<file path="config.mk">
export PLATFORM = sky130hd
export DESIGN_NAME = ctrl_trace_encoder
export DESIGN_NICKNAME = d
export VERILOG_FILES = /design/src/rtl/ctrl_trace_pkg.sv /design/src/rtl/ctrl_trace_fifo.sv /design/src/rtl/ctrl_trace_encoder.sv
export SDC_FILE = /design/constraint.sdc
export NUM_CORES = 1
export LEC_CHECK = 0
export ABC_CLOCK_PERIOD_IN_PS = 1750
export BUFFER_PORTS_ARGS = -buffer_cell sky130_fd_sc_hd__buf_2
export CORE_MARGIN = 10
export CORE_UTILIZATION = 49
export DETAILED_ROUTE_END_ITERATION = 10
export GPL_TIMING_DRIVEN = 1
export PLACE_DENSITY = 0.81
export SETUP_SLACK_MARGIN = 0.3
export SLEW_MARGIN = 15
export SYNTH_ARGS = -nofsm -noshare
export SYNTH_HDL_FRONTEND = slang
export SYNTH_SLANG_ARGS = --single-unit
export TNS_END_PERCENT = 50
</file>
<file path="constraint.sdc">
create_clock -name clk -period 1.75 [get_ports clk]
set_clock_uncertainty 0.1 [all_clocks]
set_input_delay 0.525 -clock clk [delete_from_list [all_inputs] [get_ports clk]]
set_output_delay 0.525 -clock clk [all_outputs]
set_load 0.02 [all_outputs]
</file>
<file path="src/rtl/ctrl_trace_pkg.sv">
// Shared constants and helpers for the control-word trace encoder.
// Symbols are {illegal, opcode}; trace bytes are {illegal, opcode, runlen_m1}.
package ctrl_trace_pkg;

   typedef enum logic [2:0] {
      OP_R   = 3'd0,
      OP_INA = 3'd1,
      OP_WM  = 3'd2,
      OP_RM  = 3'd3,
      OP_J   = 3'd4,
      OP_JC  = 3'd5,
      OP_WR  = 3'd6,
      OP_JCN = 3'd7
   } opcode_t;

   typedef struct packed {
      logic    illegal;
      opcode_t opcode;
   } sym_t;

   typedef enum logic {
      ST_IDLE = 1'b0,
      ST_RUN  = 1'b1
   } run_state_t;

   localparam int DATA_W      = 8;
   localparam int FIFO_DEPTH  = 4;
   localparam int FIFO_AW     = 2;
   localparam int BIT_ILLEGAL = 7;
   localparam int OP_MSB      = 6;
   localparam int OP_LSB      = 4;
   localparam int RUN_MSB     = 3;
   localparam int RUN_LSB     = 0;
   localparam logic [3:0] MAX_RUN = 4'd15;

   // word = {J, JC, INA, RM, WM, SIN, SOUT, WR, NEQ}
   function automatic sym_t encode_sym(input logic [8:0] word);
      sym_t s;
      s.illegal = 1'b0;
      s.opcode  = OP_R;
      case (word)
         9'b000000100: s.opcode = OP_R;
         9'b001001000: s.opcode = OP_INA;
         9'b000010000: s.opcode = OP_WM;
         9'b000100010: s.opcode = OP_RM;
         9'b100000000: s.opcode = OP_J;
         9'b010000000: s.opcode = OP_JC;
         9'b000000010: s.opcode = OP_WR;
         9'b010000001: s.opcode = OP_JCN;
         default:      s.illegal = 1'b1;
      endcase
      return s;
   endfunction

   function automatic logic [DATA_W-1:0] pack_byte(input sym_t s, input logic [3:0] runlen_m1);
      logic [DATA_W-1:0] b;
      b                  = '0;
      b[BIT_ILLEGAL]     = s.illegal;
      b[OP_MSB:OP_LSB]   = s.opcode;
      b[RUN_MSB:RUN_LSB] = runlen_m1;
      return b;
   endfunction

endpackage

</file>
<file path="src/rtl/ctrl_trace_fifo.sv">
// 8-bit x 4 trace byte FIFO; a push while full is accepted only when a pop
// happens on the same edge. Head reads as zero while empty.
module ctrl_trace_fifo
   import ctrl_trace_pkg::*;
(
   input  logic              clk,
   input  logic              rst_n,
   input  logic              push,
   input  logic [DATA_W-1:0] push_data,
   input  logic              pop,
   output logic [DATA_W-1:0] pop_data,
   output logic              full,
   output logic              empty
);

   logic [DATA_W-1:0]  mem [FIFO_DEPTH];
   logic [FIFO_AW:0]   wr_ptr;
   logic [FIFO_AW:0]   rd_ptr;
   logic               rd_en;
   logic               wr_en;

   assign empty = (wr_ptr == rd_ptr);
   assign full  = (wr_ptr[FIFO_AW] != rd_ptr[FIFO_AW]) &&
                  (wr_ptr[FIFO_AW-1:0] == rd_ptr[FIFO_AW-1:0]);
   assign rd_en = pop && !empty;
   assign wr_en = push && (!full || rd_en);

   assign pop_data = empty ? '0 : mem[rd_ptr[FIFO_AW-1:0]];

   always_ff @(posedge clk) begin
      if (!rst_n) begin
         wr_ptr <= '0;
         rd_ptr <= '0;
      end else begin
         if (wr_en) wr_ptr <= wr_ptr + 1'b1;
         if (rd_en) rd_ptr <= rd_ptr + 1'b1;
      end
   end

   always_ff @(posedge clk) begin
      if (wr_en) mem[wr_ptr[FIFO_AW-1:0]] <= push_data;
   end

endmodule

</file>
<file path="src/rtl/ctrl_trace_encoder.sv">
// Re-encodes decoded control words into trace bytes, run-length merged when
// CTRL_TRACE_RLE_EN is defined, otherwise one byte per sample.
//  state   | meaning
//  ST_IDLE | no open run
//  ST_RUN  | run_sym repeated run_cnt+1 times, not yet emitted
module ctrl_trace_encoder
   import ctrl_trace_pkg::*;
(
   input  logic              clk,
   input  logic              rst_n,
   input  logic              sample_valid,
   input  logic              J,
   input  logic              JC,
   input  logic              INA,
   input  logic              RM,
   input  logic              WM,
   input  logic              SIN,
   input  logic              SOUT,
   input  logic              WR,
   input  logic              NEQ,
   input  logic              flush,
   input  logic              clr_ovf,
   input  logic              out_ready,
   output logic              out_valid,
   output logic [DATA_W-1:0] out_data,
   output logic              overflow,
   output logic [7:0]        drop_cnt,
   output logic              busy
);

   run_state_t        state, state_nxt;
   sym_t              run_sym, run_sym_nxt;
   logic [3:0]        run_cnt, run_cnt_nxt;
   logic              flush_pend, flush_pend_nxt;
   sym_t              cur_sym;
   logic              emit;
   logic [DATA_W-1:0] emit_byte;
   logic              full, empty, pop, drop;

   assign cur_sym = encode_sym({J, JC, INA, RM, WM, SIN, SOUT, WR, NEQ});

`ifdef CTRL_TRACE_RLE_EN
   always_comb begin
      state_nxt      = state;
      run_sym_nxt    = run_sym;
      run_cnt_nxt    = run_cnt;
      flush_pend_nxt = flush_pend;
      emit           = 1'b0;
      emit_byte      = pack_byte(run_sym, run_cnt);
      if (sample_valid) begin
         flush_pend_nxt = flush_pend || flush;
         if (state == ST_RUN && run_sym == cur_sym && run_cnt != MAX_RUN) begin
            run_cnt_nxt = run_cnt + 4'd1;
         end else begin
            emit        = (state == ST_RUN);
            state_nxt   = ST_RUN;
            run_sym_nxt = cur_sym;
            run_cnt_nxt = '0;
         end
      end else if (flush || flush_pend) begin
         // a flush seen during a sample burst closes the run on the first gap
         emit           = (state == ST_RUN);
         state_nxt      = ST_IDLE;
         run_cnt_nxt    = '0;
         flush_pend_nxt = 1'b0;
      end
   end
`else
   logic unused_flush;
   assign unused_flush = flush;

   always_comb begin
      state_nxt      = ST_IDLE;
      run_sym_nxt    = run_sym;
      run_cnt_nxt    = run_cnt;
      flush_pend_nxt = flush_pend;
      emit           = sample_valid;
      emit_byte      = pack_byte(cur_sym, 4'd0);
   end
`endif

   assign pop  = out_valid && out_ready;
   assign drop = emit && full && !pop;

   always_ff @(posedge clk) begin
      if (!rst_n) begin
         state      <= ST_IDLE;
         run_sym    <= '0;
         run_cnt    <= '0;
         flush_pend <= 1'b0;
         overflow   <= 1'b0;
         drop_cnt   <= '0;
      end else begin
         state      <= state_nxt;
         run_sym    <= run_sym_nxt;
         run_cnt    <= run_cnt_nxt;
         flush_pend <= flush_pend_nxt;
         if (drop) begin
            overflow <= 1'b1;
            if (clr_ovf)                drop_cnt <= 8'd1;
            else if (drop_cnt != 8'hFF) drop_cnt <= drop_cnt + 8'd1;
         end else if (clr_ovf) begin
            overflow <= 1'b0;
            drop_cnt <= '0;
         end
      end
   end

   ctrl_trace_fifo u_fifo (
      .clk       (clk),
      .rst_n     (rst_n),
      .push      (emit),
      .push_data (emit_byte),
      .pop       (pop),
      .pop_data  (out_data),
      .full      (full),
      .empty     (empty)
   );

   assign out_valid = !empty;
   assign busy      = (state == ST_RUN) || !empty;

endmodule

</file>
==> results of run 1 <==
[metal layers]
layer  GRT usage [%]  vias to the layer above  share of wire [%]
met3            4.50                       22                4.8
met5               0                        -                  0
li1                -                      718                  -
met4            9.14                        0                4.2
met2            28.4                       65                 53
met1            16.0                      761                 38
[power by group]
| part | switching, W | internal (W) |
|---|---|---|
| registers | 0.0000550 | 0.000838 |
| logic | 0.000372 | 0.000406 |
| clock network | 0.000276 | 0.000297 |
| total | 0.000703 | 0.00154 |
[logic make-up after synthesis]
family,count (synthesis)
adder cells (fa/ha/maj),6
multiplexers,7
AO/OA/AOI/OAI,32
XOR/XNOR,8
other,1
buffers and inverters,16
AND/OR/NAND/NOR,58
flip-flops,33
[state kept, by name (all words and copies together) (netlist names), named ones only]
signal,cells
drop_cnt,8
u_fifo.wr_ptr,3
overflow,1
u_fifo.mem,16
u_fifo.rd_ptr,3
[what timing repair did]
| action | in CTS | in global routing |
|---|---|---|
| buffers inserted | 13 | 4 |
| resized for setup | 89 | 29 |
| pin swaps | 30 | 14 |
| hold buffers | 0 | 0 |
| endpoints found under the setup margin | 59 | 58 |
[final cells by class]
cell class / count / area [µm²]
multi-input cells: 115 / 1180
flip-flops and latches: 33 / 873
fillers: 179 / 616
repair buffers: 61 / 538
well taps: 46 / 57.6
clock buffers: 6 / 41.3
clock inverters: 2 / 33.8
inverters: 7 / 26.3
[placed cells by master, fill, tap and decap left out, types with 4 or more instances in the layout]
| cell | instances |
|---|---|
| edfxtp_1 | 16 |
| buf_2 | 13 |
| buf_6 | 28 |
| inv_1 | 6 |
| mux4_2 | 4 |
| and2_1 | 5 |
| dfxtp_4 | 13 |
| nand2_1 | 8 |
| clkbuf_4 | 5 |
| nor2b_4 | 4 |
| and2_4 | 4 |
| conb_1 | 4 |
| nand3_1 | 5 |
| ha_1 | 5 |
| buf_4 | 19 |
| nand2b_1 | 6 |
[path summary, 6_finish.rpt]
kind / from / to / cells past startpoint
setup / recovery: register / out_data[5] / 3
hold / removal: drop_cnt[7] / drop_cnt[7] / 1
setup reg to reg: u_fifo.rd_ptr[1] / drop_cnt[3] / 6
hold reg to reg: drop_cnt[7] / drop_cnt[7] / 1
[critical path, delay by kind of cell, from the launching register on]
family	cells	cell delay, ns
buf+inv	1	0.12
simple gates	1	0.15
mux	1	0.51
flops	1	0.40
[stage by stage]
stage          setup TNS (ns)  hold slack, ns
2_1_floorplan               0           0.362
5_1_grt                 -2.75           0.403
4_1_cts                 -2.29           0.392
3_3_place_gp            -1.04           0.369
6_report                -2.30           0.404
3_5_place_dp            -2.28           0.385
==> reports/summary.txt, run 1 <==
Tcrit/Tclk final = 123%
per-cell routed wire length = 20.0 µm
synthesized flop and latch total = 33
Compound-Gate Fraction of Synth Area = 12.7%
IO Pins = 34
Syn Area/Cell = 10.8 µm²
Die H = 79.4 µm
relative slew slack = 65.6%
DRT Pass-1 Iters = 4
total track usage = 15.8%
Slew @ Worst Pin = 0.514 ns
drt drc = 0
pre-CTS setup slack = -0.146 ns
FF-to-FF setup slack = -0.01 ns
vias in the first global route = 1620
initial antenna violation count = 0
Syn. warnings = 0
Critical Path Start Type = register
leakage = 1.05 nW
post-route ant nets = 0
crit path max fanout = 4
H-tree Lvls = 2
final instance area = 2750 µm²
fin crit period = 2.16 ns
Synth top cells by count = dfxtp_1, edfxtp_1, and2_1, nand2_1
first-pass GRT wire length = 7870 µm
WP data arrival = 1.53 ns
CP max stage cell = mux4_2
worst min-delay path class = reg -> reg
RSZ-0062 raised after global routing = yes
final setup margin = -0.406 ns
final core occ = 81.7%
status = finished with violations
Die Span X = 79.4 µm
XOR/XNOR share of the synthesized area = 4.48%
share of cells above drive strength 1 = 59.8%
# rows = 21
Max Fclk = 464 MHz
max incr delay on CP = 0.51 ns
final cell count without fillers = 270
post-synthesis to final-layout area growth = 58.7%
Vias = 1566
TritonCTS buffer count = 5
mapped cell area = 1730 µm²
Required @ worst endpoint = 1.12 ns
dpl cells = 245
post-synthesis simple-gate area fraction = 19.2%
count leader, synth = dfxtp_1
Longest Clk Path Bufs = 2
total core area = 3360 µm²
Peak VDD IR = 0.697 mV
clock sink count = 33
Final GP Congestion = 0.811
Post-Route WL = 5400 µm
Initial Util = 51.5%
CP Cell Sequence = mux4_2 -> nor2b_4 -> buf_6
fin nets = 244
synth top area cells = edfxtp_1, dfxtp_1, mux4_2
CTS Root Cell = clkbuf_4
fin. max-slew vios = 0
violated checks = setup timing
mux share of post-synthesis cell area = 7.01%
Synth area leader = edfxtp_1
CTS tree = yes
Synth top area share = 27.7%
Post-Synth Adder-Cell Area = 4.34%
Antenna diodes = 0
sequential area share after synthesis = 47.4%
largest net degree at the start of global routing = 15
full die area = 6310 µm²
Async SR Flop Fraction = 0%
Overflow after GRT = 0
max_cap viols = 0
CP endpoint kind = output port
post-place instance area = 2080 µm²
vias per inst = 5.80
final setup violation count = 7
Mapped Cells = 161
number of library cell types mapped by synthesis = 41
Worst-path clk slew = 0.11 ns
port buffer count = 28
worst skew pair latency = 0.34 ns
main combinational cell family by area after synthesis = simple AND/OR/NAND/NOR gates
Iteration-0 DRC Markers = 167
Tot Pwr = 0.00224 W
final hold viol count = 0
WS Path Type = reg -> out
HPWL after DPL = 2980 µm
PwrDens = 817 nW/µm²
EDFF count, synth = 16
top_reg_cell synth = dfxtp_1
Power figures use the tool's default switching activity.
==> inputs of run 2 (changes only) <==
--- a/config.mk
+++ b/config.mk
@@ -5,16 +5,17 @@
 export SDC_FILE = /design/constraint.sdc
 export NUM_CORES = 1
 export LEC_CHECK = 0
-export ABC_CLOCK_PERIOD_IN_PS = 1750
+export ABC_CLOCK_PERIOD_IN_PS = 2000
 export BUFFER_PORTS_ARGS = -buffer_cell sky130_fd_sc_hd__buf_2
 export CORE_MARGIN = 10
-export CORE_UTILIZATION = 49
+export CORE_UTILIZATION = 50
 export DETAILED_ROUTE_END_ITERATION = 10
 export GPL_TIMING_DRIVEN = 1
-export PLACE_DENSITY = 0.81
+export PLACE_DENSITY = 0.77
 export SETUP_SLACK_MARGIN = 0.3
 export SLEW_MARGIN = 15
 export SYNTH_ARGS = -nofsm -noshare
 export SYNTH_HDL_FRONTEND = slang
+export SYNTH_HIERARCHICAL = 1
 export SYNTH_SLANG_ARGS = --single-unit
 export TNS_END_PERCENT = 50
==> constraint.sdc (replaced) <==
create_clock -name clk -period 2 [get_ports clk]
set_clock_uncertainty 0.1 [all_clocks]
set_input_delay 0.6 -clock clk [delete_from_list [all_inputs] [get_ports clk]]
set_output_delay 0.6 -clock clk [all_outputs]
set_load 0.02 [all_outputs]
==> reports/summary.txt, run 2 <==
Longest Clk Path Bufs = 2
max_cap viols = 0
Power Internal = 0.00160 W
relative slew slack = 66.3%
TritonCTS buffer count = 5
H-tree Lvls = 2
logic gate share of total power = 23.1%
Crit path depth = 4
vias in the first global route = 1727
final instance area = 3140 µm²
number of library cell types mapped by synthesis = 49
crit path max fanout = 4
fin nets = 283
Die Span X = 88.4 µm
vias per inst = 5.45
Critical Path Sink = out_data[1]
CP top delay family = multiplexers
fin crit period = 2.26 ns
EDFF count, synth = 32
RSZ-0062 raised after global routing = yes
Max Fclk = 442 MHz
mapped cell area = 2340 µm²
Hold Crit Depth = 2
initial antenna violation count = 0
full die area = 7810 µm²
Synth area leader = edfxtp_1
worst min-delay path class = reg -> reg
IO Pins = 34
final setup violation count = 37
# rows = 24
Die H = 88.4 µm
DRT Pass-1 Iters = 5
dpl cells = 302
final setup margin = -0.263 ns
Syn. warnings = 6
leakage = 1.25 nW
Critical Path Start Type = register
Syn Area/Cell = 12.6 µm²
Synth top cells by count = edfxtp_1, nand2_1, dfxtp_1
HPWL after DPL = 3340 µm
count leader, synth = edfxtp_1
violated checks = setup timing
top_reg_cell synth = edfxtp_1
share of cells above drive strength 1 = 41.4%
Slew @ Worst Pin = 0.502 ns
Peak VDD IR = 0.436 mV
post-place instance area = 2810 µm²
commonest non-fill, non-tap cell in the layout = edfxtp_1
per-cell routed wire length = 15.5 µm
fin. max-slew vios = 0
Async SR Flop Fraction = 0%
setup TNS = -5.23 ns
max incr delay on CP = 0.49 ns
WP data arrival = 1.56 ns
Mapped Cells = 186
drt drc = 0
CP endpoint kind = output port
PwrDens = 695 nW/µm²
Worst-path clk slew = 0.08 ns
reg2reg start = u_fifo/rd_ptr[2]
Iteration-0 DRC Markers = 71
total core area = 4440 µm²
final hold viol count = 0
cells on worst reg2reg path = 7
clock sink count = 49
CP Cell Sequence = buf_6 -> mux4_2 -> nor2b_2 -> buf_6
CTS tree = yes
Clock power frac = 25.3%
sequential area share after synthesis = 55.6%
status = finished with violations
post-synthesis to final-layout area growth = 34.4%
sequential share of power = 51.6%
Final GP Congestion = 0.823
CP max stage cell = mux4_2
Antenna diodes = 0
end of the worst register-to-register path = u_fifo/mem[1][4]
commonest cells after routing, fill and taps aside = edfxtp_1, buf_2, buf_4, nand2_1, conb_1
Vias = 1718
largest net degree at the start of global routing = 17
WS Path Type = reg -> out
Synth top area share = 41.1%
synth top area cells = edfxtp_1, dfxtp_1, mux4_2
Largest register FFs = 32
CTS Hold Buffers Added = 0
FF-to-FF setup slack = -0.12 ns
Initial Util = 52.6%
total track usage = 13.0%
Tcrit/Tclk final = 113%
Most common cell on crit path = buf_6
Filler cells = 296
Required @ worst endpoint = 1.30 ns
final core occ = 70.7%
Overflow after GRT = 0
synthesized flop and latch total = 49
buffers plus inverters on the worst setup path = 2
first-pass GRT wire length = 8020 µm
CTS Root Cell = clkbuf_8
port buffer count = 32
switching share of power = 26.9%
Switch Pwr = 0.000588 W
final cell count without fillers = 315
Post-Route WL = 4880 µm
post-route ant nets = 0
worst skew pair latency = 0.30 ns
==> run 2: metrics by stage <==
stage / total power (W) / hold WS, ns / worst slack (ns)
6_report: 0.00218 / 0.356 / -0.263
5_1_grt: 0.00227 / 0.384 / -0.319
4_1_cts: 0.00216 / 0.363 / -0.273
3_5_place_dp: 0.00154 / 0.350 / 0.0226
3_3_place_gp: 0.00153 / 0.341 / 0.0237
2_1_floorplan: 0.00139 / 0.391 / -0.0548
==> run 2: how the worst min path moves through the flow <==
stage | slack [ns] | to | startpoint
floorplan | 0.39 | u_fifo/wr_ptr[1] | u_fifo/wr_ptr[1]
global placement | 0.34 | overflow | overflow
detailed placement | 0.35 | overflow | overflow
CTS | 0.36 | overflow | overflow
global route | 0.38 | overflow | overflow
finish | 0.36 | overflow | overflow
==> run 2: logic make-up after synthesis <==
family	synth area share (%)
AO/OA/AOI/OAI	8.03
XOR/XNOR	2.62
adder cells (fa/ha/maj)	3.21
buffers and inverters	2.30
flip-flops	55.6
multiplexers	11.6
other	0.160
AND/OR/NAND/NOR	16.5
==> run 2: per-layer routing <==
metal | track usage, % | wire [µm] | up-vias
li1 | - | - | 835
met1 | 14.7 | 1960 | 826
met2 | 22.2 | 2560 | 44
met3 | 2.94 | 241 | 13
met4 | 7.49 | 119 | 0
met5 | 0 | 0 | -
==> run 2: final cells by class <==
class                   count  area [µm²]  area share (%)
repair buffers             58         427            13.6
clock buffers               6        72.6            2.31
flip-flops and latches     49        1310            41.7
clock inverters             2        10.0           0.318
well taps                  52        65.1            2.07
multi-input cells         139        1220            38.8
inverters                   9        38.8            1.23
==> run 2: power by group through the flow <==
stage	logic [W]	registers [W]	clock network, W
finish	0.000505	0.00113	0.000553
global route	0.000542	0.00113	0.000598
CTS	0.000463	0.00113	0.000568
detailed placement	0.000389	0.00115	0
global placement	0.000383	0.00115	0
floorplan	0.000243	0.00115	0
==> run 2: tightest hold or removal path, stage by stage, from the launching register on <==
cell	delay (ns)
dfxtp_1	0.31
nand2_1	0.05
a21oi_1	0.05
==> run 2: repair_timing <==
action | in CTS | in global routing
resized for setup | 30 | 25
setup buffers | 3 | 2
pin swaps | 9 | 7
endpoints found under the setup margin | 58 | 67
==> inputs of run 3 (changes only) <==
==> constraint.sdc (replaced) <==
create_clock -name clk -period 2 [get_ports clk]
set_clock_uncertainty 0.1 [all_clocks]
set_input_delay 0.6 -clock clk [delete_from_list [all_inputs] [get_ports clk]]
set_output_delay 0.6 -clock clk [all_outputs]
set_load 0.005 [all_outputs]
==> reports/summary.txt, run 3 (synthesis gave the netlist of run 2 again) <==
status = finished with violations
violated checks = setup timing
Filler cells = 329
CP Cell Sequence = xor2_4 -> nor3_4 -> buf_4 -> nor2b_1 -> buf_2
post-route ant nets = 0
# rows = 24
port buffer count = 32
Max Fclk = 447 MHz
end of the worst register-to-register path = u_fifo/mem[1][0]
Final GP Congestion = 0.839
IO Pins = 34
post-synthesis to final-layout area growth = 30.2%
worst min-delay path class = reg -> reg
first-pass GRT wire length = 7560 µm
crit path max fanout = 5
final hold viol count = 0
share of cells above drive strength 1 = 38.1%
Die H = 88.4 µm
Post-Route WL = 4750 µm
Critical Path Start Type = register
reg2reg start = u_fifo/wr_ptr[0]
drt drc = 0
Overflow after GRT = 0
final setup violation count = 35
CP endpoint kind = output port
vias in the first global route = 1646
pre-CTS setup slack = -0.0113 ns
Antenna diodes = 0
fin nets = 280
vias per inst = 5.38
HPWL after DPL = 3500 µm
fin. max-slew vios = 0
area of the multi-input gates = 1160 µm²
total track usage = 12.4%
worst skew pair latency = 0.30 ns
CTS tree = yes
WP data arrival = 1.54 ns
clock sink count = 49
CTS Hold Buffers Added = 0
full die area = 7810 µm²
Tot Pwr = 0.00211 W
Tcrit/Tclk final = 112%
largest net degree at the start of global routing = 17
Hold EP = overflow
PwrDens = 692 nW/µm²
Required @ worst endpoint = 1.30 ns
Worst-path clk slew = 0.09 ns
dpl cells = 301
RSZ-0062 raised after global routing = yes
TritonCTS buffer count = 5
DRT Pass-1 Iters = 4
Peak VDD IR = 0.301 mV
FF-to-FF setup slack = -0.07 ns
max_cap viols = 0
final setup margin = -0.239 ns
total core area = 4440 µm²
Die Span X = 88.4 µm
final cell count without fillers = 312
max incr delay on CP = 0.37 ns
hold slack final = 0.368 ns
Largest register FFs = 32
cells on worst reg2reg path = 6
H-tree Lvls = 2
fin crit period = 2.24 ns
leakage = 1.20 nW
commonest non-fill, non-tap cell in the layout = edfxtp_1
CTS Root Cell = clkbuf_8
worst hold path startpoint = overflow
commonest cells after routing, fill and taps aside = edfxtp_1, buf_2, nand2_1, buf_4, conb_1
per-cell routed wire length = 15.2 µm
Iteration-0 DRC Markers = 80
Vias = 1679
WS Path Type = reg -> out
initial antenna violation count = 0
Reg area = 1320 µm²
CP startpoint = u_fifo/wr_ptr[0]
Longest Clk Path Bufs = 2
CP max stage cell = dfxtp_4
Hold Crit Depth = 2
Initial Util = 52.6%
==> run 3: cell types whose count changed in the layout (fill, tap and decap cells not counted), moves of 2 or more <==
cell     before  now
buf_2        25   30
buf_4        21   17
buf_6        11    7
dfxtp_1      12   10
nor2b_1       5    7
nor3_1        3    5
==> run 3: what timing repair did <==
| item | 4_1_cts | 5_1_grt |
|---|---|---|
| resized for setup | 10 | 21 |
| pin swaps | 1 | 3 |
| gates cloned | 0 | 0 |
| endpoints found under the setup margin | 58 | 66 |
| endpoints found under the hold margin | 0 | 0 |
| setup buffers | 1 | 2 |
==> run 3: worst max path at each step <==
| stage | to | depth (start not counted) |
|---|---|---|
| floorplan | u_fifo/mem[1][0] | 6 |
| global route | out_data[7] | 4 |
| global placement | u_fifo/mem[0][0] | 6 |
| CTS | out_data[7] | 4 |
| finish | out_data[5] | 5 |
| detailed placement | u_fifo/mem[0][0] | 6 |
==> run 3: layout make-up <==
type                            instances  share of cell area, %
Clock buffer                            5                   2.26
Clock inverter                          3                  0.698
Inverter                                9                   1.27
Multi-Input combinational cell        139                   38.1
Sequential cell                        49                   43.2
Tap cell                               52                   2.14
Timing Repair Buffer                   55                   12.4
==> run 3: metrics by stage <==
stage	instance area, µm²	util [%]	TNS [ns]
after global placement	2810	63.1	0
after global routing	3050	68.5	-5.63
final	3050	68.5	-3.71
after detailed placement	2810	63.1	-0.163
after floorplan	2440	-	-1.31
after CTS	2940	66.1	-2.78
==> run 3: worst max-delay path, delay by kind of cell, from the launching register on <==
kind / cells / cell delay (ns)
xor gates and xnor gates: 1 / 0.19
and+or+nand+nor: 2 / 0.34
buffers and inverters: 2 / 0.33
DFF: 1 / 0.37
==> run 3: report_power, final <==
part           internal, W  leakage, nW  switching (W)
logic             0.000209        0.716       0.000195
clock network     0.000248       0.0445       0.000323
registers          0.00111        0.442      0.0000185
==> run 3: routing by layer <==
layer	track usage, %	up-vias	wire, µm
met5	0	-	0
met4	6.46	0	62
met3	3.22	4	255
met2	21.6	51	2540
met1	13.8	792	1890
li1	-	832	-
